File: config.mk
export PLATFORM = sky130hd
export DESIGN_NAME = security_code_controller_flat
export DESIGN_NICKNAME = d
export VERILOG_FILES = /design/src/rtl/security_code_controller_if.sv /design/src/rtl/security_code_controller.sv /design/src/flat_wrapper.sv
export SDC_FILE = /design/constraint.sdc
export NUM_CORES = 1
export LEC_CHECK = 0
export ABC_CLOCK_PERIOD_IN_PS = 1700
export CAP_MARGIN = 5
export CELL_PAD_IN_SITES_DETAIL_PLACEMENT = 2
export CELL_PAD_IN_SITES_GLOBAL_PLACEMENT = 2
export CORE_MARGIN = 4
export CORE_UTILIZATION = 31
export CTS_CLUSTER_DIAMETER = 100
export DETAILED_ROUTE_END_ITERATION = 12
export PLACE_DENSITY_LB_ADDON = 0.1
export SLEW_MARGIN = 10
export SYNTH_ARGS = -nofsm -noshare
export SYNTH_HDL_FRONTEND = slang
export SYNTH_SLANG_ARGS = --single-unit
File: constraint.sdc
create_clock -name CLK -period 1.7 [get_ports CLK]
set_input_delay 0.255 -clock CLK [delete_from_list [all_inputs] [get_ports CLK]]
set_output_delay 0.255 -clock CLK [all_outputs]
set_load 0.1 [all_outputs]
File: src/rtl/security_code_controller_if.sv
// Keypad-in / lock-out signal bundle for the two-digit security code controller.
// master = keypad/environment side, slave = controller side.
interface security_code_controller_if;
    logic       key_any;
    logic [1:0] key_code;
    logic       unlock;
    logic       alarm;
    logic       error;
    logic [1:0] disp_digit;
    logic       disp_pos;
    logic [2:0] fail_count;
    logic [2:0] state;

    modport master (
        output key_any, key_code,
        input  unlock, alarm, error, disp_digit, disp_pos, fail_count, state
    );

    modport slave (
        input  key_any, key_code,
        output unlock, alarm, error, disp_digit, disp_pos, fail_count, state
    );
endinterface

File: src/rtl/security_code_controller.sv
// Two-digit keypad lock sequencer: captures two presses, checks them against the
// secret code, and drives unlock, error pulse, failure count and alarm lockout.
module security_code_controller #(
    parameter int FIRST_DIGIT    = 2,
    parameter int SECOND_DIGIT   = 3,
    parameter int ENTRY_TIMEOUT  = 16,
    parameter int OPEN_CYCLES    = 8,
    parameter int MAX_FAILS      = 3,
    parameter int LOCKOUT_CYCLES = 32
) (
    input logic                      CLK,
    input logic                      RST_N,
    security_code_controller_if.slave bus
);
    localparam int TMAX0 = (ENTRY_TIMEOUT > OPEN_CYCLES) ? ENTRY_TIMEOUT : OPEN_CYCLES;
    localparam int TMAX  = (TMAX0 > LOCKOUT_CYCLES) ? TMAX0 : LOCKOUT_CYCLES;
    localparam int TW    = $clog2(TMAX + 1);

    typedef enum logic [2:0] {
        IDLE    = 3'd0,
        ENTRY   = 3'd1,
        CHECK   = 3'd2,
        OPEN    = 3'd3,
        LOCKOUT = 3'd4
    } state_e;

    state_e        state_q, state_d;
    logic          key_any_q;
    logic [1:0]    d1_q, d1_d, d2_q, d2_d;
    logic [TW-1:0] timer_q, timer_d;
    logic          unlock_q, unlock_d;
    logic          alarm_q, alarm_d;
    logic          error_q, error_d;
    logic [1:0]    disp_digit_q, disp_digit_d;
    logic          disp_pos_q, disp_pos_d;
    logic [2:0]    fail_count_q, fail_count_d;
    logic          press;

    // Rising edge of key_any only: a key held across a state change never re-triggers.
    assign press = bus.key_any & ~key_any_q;

    always_ff @(posedge CLK or negedge RST_N) begin
        if (!RST_N) begin
            state_q      <= IDLE;
            key_any_q    <= 1'b0;
            d1_q         <= '0;
            d2_q         <= '0;
            timer_q      <= '0;
            unlock_q     <= 1'b0;
            alarm_q      <= 1'b0;
            error_q      <= 1'b0;
            disp_digit_q <= '0;
            disp_pos_q   <= 1'b0;
            fail_count_q <= '0;
        end else begin
            state_q      <= state_d;
            key_any_q    <= bus.key_any;
            d1_q         <= d1_d;
            d2_q         <= d2_d;
            timer_q      <= timer_d;
            unlock_q     <= unlock_d;
            alarm_q      <= alarm_d;
            error_q      <= error_d;
            disp_digit_q <= disp_digit_d;
            disp_pos_q   <= disp_pos_d;
            fail_count_q <= fail_count_d;
        end
    end

    always_comb begin
        state_d      = state_q;
        d1_d         = d1_q;
        d2_d         = d2_q;
        timer_d      = timer_q;
        unlock_d     = unlock_q;
        alarm_d      = alarm_q;
        error_d      = 1'b0;
        disp_digit_d = disp_digit_q;
        disp_pos_d   = disp_pos_q;
        fail_count_d = fail_count_q;
        case (state_q)
            IDLE: begin
                if (press) begin
                    d1_d         = bus.key_code;
                    disp_digit_d = bus.key_code;
                    disp_pos_d   = 1'b0;
                    timer_d      = '0;
                    state_d      = ENTRY;
                end
            end
            ENTRY: begin
                // A press on the final timeout cycle still counts.
                if (press) begin
                    d2_d         = bus.key_code;
                    disp_digit_d = bus.key_code;
                    disp_pos_d   = 1'b1;
                    state_d      = CHECK;
                end else if (timer_q == TW'(ENTRY_TIMEOUT - 1)) begin
                    disp_digit_d = '0;
                    disp_pos_d   = 1'b0;
                    state_d      = IDLE;
                end else begin
                    timer_d = timer_q + TW'(1);
                end
            end
            CHECK: begin
                if (d1_q == 2'(FIRST_DIGIT) && d2_q == 2'(SECOND_DIGIT)) begin
                    fail_count_d = '0;
                    unlock_d     = 1'b1;
                    timer_d      = '0;
                    state_d      = OPEN;
                end else if (fail_count_q + 3'd1 == 3'(MAX_FAILS)) begin
                    fail_count_d = 3'(MAX_FAILS);
                    alarm_d      = 1'b1;
                    error_d      = 1'b1;
                    timer_d      = '0;
                    state_d      = LOCKOUT;
                end else begin
                    fail_count_d = fail_count_q + 3'd1;
                    error_d      = 1'b1;
                    state_d      = IDLE;
                end
            end
            OPEN: begin
                if (timer_q == TW'(OPEN_CYCLES - 1)) begin
                    unlock_d     = 1'b0;
                    disp_digit_d = '0;
                    disp_pos_d   = 1'b0;
                    state_d      = IDLE;
                end else begin
                    timer_d = timer_q + TW'(1);
                end
            end
            LOCKOUT: begin
                if (timer_q == TW'(LOCKOUT_CYCLES - 1)) begin
                    alarm_d      = 1'b0;
                    fail_count_d = '0;
                    disp_digit_d = '0;
                    disp_pos_d   = 1'b0;
                    state_d      = IDLE;
                end else begin
                    timer_d = timer_q + TW'(1);
                end
            end
            default: state_d = IDLE;
        endcase
    end

    assign bus.unlock     = unlock_q;
    assign bus.alarm      = alarm_q;
    assign bus.error      = error_q;
    assign bus.disp_digit = disp_digit_q;
    assign bus.disp_pos   = disp_pos_q;
    assign bus.fail_count = fail_count_q;
    assign bus.state      = state_q;
endmodule
File: src/flat_wrapper.sv
// flat-port wrapper written by rule: the top's interface ports become plain ports
module security_code_controller_flat 
#(
    parameter int FIRST_DIGIT    = 2,
    parameter int SECOND_DIGIT   = 3,
    parameter int ENTRY_TIMEOUT  = 16,
    parameter int OPEN_CYCLES    = 8,
    parameter int MAX_FAILS      = 3,
    parameter int LOCKOUT_CYCLES = 32
)
  (CLK, RST_N, bus_key_any, bus_key_code, bus_unlock, bus_alarm, bus_error, bus_disp_digit, bus_disp_pos, bus_fail_count, bus_state);
  security_code_controller_if bus_i ();
  input logic CLK;
  input logic RST_N;
  input wire logic [$bits(bus_i.key_any)-1:0] bus_key_any;
  input wire logic [$bits(bus_i.key_code)-1:0] bus_key_code;
  output wire logic [$bits(bus_i.unlock)-1:0] bus_unlock;
  output wire logic [$bits(bus_i.alarm)-1:0] bus_alarm;
  output wire logic [$bits(bus_i.error)-1:0] bus_error;
  output wire logic [$bits(bus_i.disp_digit)-1:0] bus_disp_digit;
  output wire logic [$bits(bus_i.disp_pos)-1:0] bus_disp_pos;
  output wire logic [$bits(bus_i.fail_count)-1:0] bus_fail_count;
  output wire logic [$bits(bus_i.state)-1:0] bus_state;
  assign bus_i.key_any = bus_key_any;
  assign bus_i.key_code = bus_key_code;
  assign bus_unlock = bus_i.unlock;
  assign bus_alarm = bus_i.alarm;
  assign bus_error = bus_i.error;
  assign bus_disp_digit = bus_i.disp_digit;
  assign bus_disp_pos = bus_i.disp_pos;
  assign bus_fail_count = bus_i.fail_count;
  assign bus_state = bus_i.state;
  security_code_controller #(.FIRST_DIGIT(FIRST_DIGIT), .SECOND_DIGIT(SECOND_DIGIT), .ENTRY_TIMEOUT(ENTRY_TIMEOUT), .OPEN_CYCLES(OPEN_CYCLES), .MAX_FAILS(MAX_FAILS), .LOCKOUT_CYCLES(LOCKOUT_CYCLES)) u_core (.CLK(CLK), .RST_N(RST_N), .bus(bus_i));
endmodule
==> metrics <==
Worst R2R Setup Slack=-0.22 ns; ys flop type=dfrtp_1; CTS Hold Buffers Added=0; initial antenna violation count=0; CP required=1.89 ns; most common cell after layout, fill and taps aside=buf_4; TNS Setup=-1.32 ns; outcome=finished with violations; Syn Std Cell Area=1260 um2; IO Port Bufs=16; H-tree depth=1; die width=71.9 um; number of global-route vias before repair=1512; Pwr Total=4.54 mW; core area=3800 um2; most frequent cells in the layout=buf_4 (41), dfrtp_1 (17), buf_12 (12), nand2_1 (11), nor2_1 (7); Root Driver=clkbuf_8; worst r2r path cells=6; final wirelength=6320 um; 1st-iter DRT viols=110; type of element launching the critical path=flop; Max Cap Violations=0; Layout Nets=195; syn avg cell area=10.2 um2; layout cells sized above 1=58.6%; Post-Syn Instances=124; vias post-DR=1318; fmax=521 MHz; Overall Global Routing Usage=22.1%; Die Ht=71.9 um; Post-synth EDFFs=0; Rel. slew slack=74.2%; warnings from Yosys=0; post-synthesis sequential area ratio=45.5%; Synth Net Count=132; Remaining DRCs=0; area growth from synthesis to layout=77.9%; final core occ=59.3%; Num CTS Buffers=3; RR Endpoint=u_core.timer_q[3]; Core Rows=22; Post-DRT Antenna Nets=0; Ports=17; #FFs+latches synth=23; PD cells=2020 nW/um2; Yosys cell types=42; gr ovfl total=0; worst min path class=in2async; CTS clk-pin slew, worst paths=0.09 ns; worst-skew pair later-pin latency=0.27 ns; GP Congestion=0.757; Max FO, Critical Path=5; reg-to-reg startpoint=u_core.bus.fail_count[0]; final number of setup-violating endpoints=10; minimum hold slack=0.382 ns; leakage=0.969 nW; largest net degree at the start of global routing=24; die area=5170 um2; wire per inst=27.0 um; First-pass DRT Iterations=4; Worst setup EP type=flop; clock buffer depth=2; Worst-Margin Slew=0.385 ns; CTS tree=built; clk_skew=0.00572 ns; WP data arrival=2.11 ns; final critical-path required period=1.92 ns; Peak supply drop=1470 uV; Via density=5.63; ys async rst share=100%; RSZ-0062 raised after global routing=true; failing checks=setup timing; Final Worst Setup Slack=-0.221 ns; final hold violations=0; starting density of the core=33.3%; CTS sink cnt=23; Final Cycle Share=113%; WS Path Type=reg2reg; final count of pins violating max slew=0; n_diodes=0; first-pass GRT wire length=8540 um; DPL Wire Length=3420 um
==> state kept, by name, indices dropped and copies added, names as in the netlist <==
| register | cells |
|---|---|
| u_core.timer_q | 6 |
| u_core.bus.fail_count | 3 |
| u_core.bus.state | 3 |
| u_core.bus.disp_digit | 2 |
| u_core.d1_q | 2 |
| u_core.d2_q | 2 |
| u_core.bus.alarm | 1 |
| u_core.bus.disp_pos | 1 |
| u_core.bus.error | 1 |
| u_core.bus.unlock | 1 |
| u_core.key_any_q | 1 |
==> logic make-up after synthesis <==
group,share of synthesized area (%)
fa+ha+maj,2.97
compound gates,20.5
mux,5.14
xor+xnor,0.693
flops,45.5
simple gates,22.5
buf+inv,2.77
==> synthesized netlist by cell type (all sizes together) (3+ instances only) <==
| master | instances | share of area, % |
|---|---|---|
| o21bai | 3 | 1.8 |
| ha | 3 | 3.0 |
| nand2 | 16 | 4.7 |
| nor3 | 3 | 1.2 |
| inv | 4 | 1.2 |
| o31ai | 9 | 6.1 |
| mux2 | 4 | 3.6 |
| dfrtp | 23 | 45 |
| o21ai | 7 | 2.8 |
| nor2 | 8 | 2.4 |
| and2 | 3 | 1.5 |
| nand2b | 5 | 2.5 |
==> report_power, final <==
group	leakage (nW)	internal [mW]	switching (mW)	total, mW
sequential	0.281	0.762	0.245	1.01
combinational	0.665	1.31	1.85	3.17
clock	0.0228	0.168	0.198	0.366
total	0.969	2.24	2.30	4.54
==> final cells by class <==
class	instances	area [um2]
well taps	48	60.1
clock buffers	4	45.0
fillers	330	1550
repair buffers	61	633
flip-flops and latches	23	596
inverters	4	15.0
multi-input cells	94	902
==> what timing repair did <==
action,4_1_cts,5_1_grt
pin swaps,8,5
endpoints found under the setup margin,14,15
gates resized for setup,24,19
buffers inserted,2,4
==> worst max-delay path by stage <==
stage	from	to	slack, ns	depth (start not counted)
after detailed placement	bus_key_any	u_core.timer_q[4]	-0.29	6
final	u_core.bus.fail_count[0]	u_core.timer_q[3]	-0.22	6
after global placement	bus_key_any	u_core.timer_q[5]	-0.19	6
after floorplan	u_core.bus.fail_count[1]	u_core.timer_q[3]	-0.30	6
after global routing	u_core.bus.fail_count[0]	u_core.timer_q[3]	-0.29	6
after CTS	u_core.bus.fail_count[0]	u_core.timer_q[3]	-0.22	6
==> routing by layer <==
metal,wire (um),vias to the layer above,global-route usage [%],share of wire [%]
met5,0,-,0,0
met4,172,0,6.05,2.7
met3,211,16,2.95,3.3
met2,3460,37,42.0,55
met1,2480,686,25.5,39
li1,-,579,-,-
==> metrics by stage <==
step | instance area, um2 | cells | setup slack [ns]
2_1_floorplan | 1350 | 124 | -0.305
3_3_place_gp | 1950 | 224 | -0.187
3_5_place_dp | 1950 | 224 | -0.289
4_1_cts | 2140 | 230 | -0.222
5_1_grt | 2250 | 234 | -0.286
6_report | 2250 | 234 | -0.221
==> worst max-delay path, stage by stage, from the launching register on <==
cell and delay [ns]:
dfrtp_4 0.51, ha_4 0.19, xnor2_4 0.16, nand2_2 0.09
a32o_2 0.26, or3_4 0.40, o31ai_4 0.23
(Power assumes the default switching activity.)
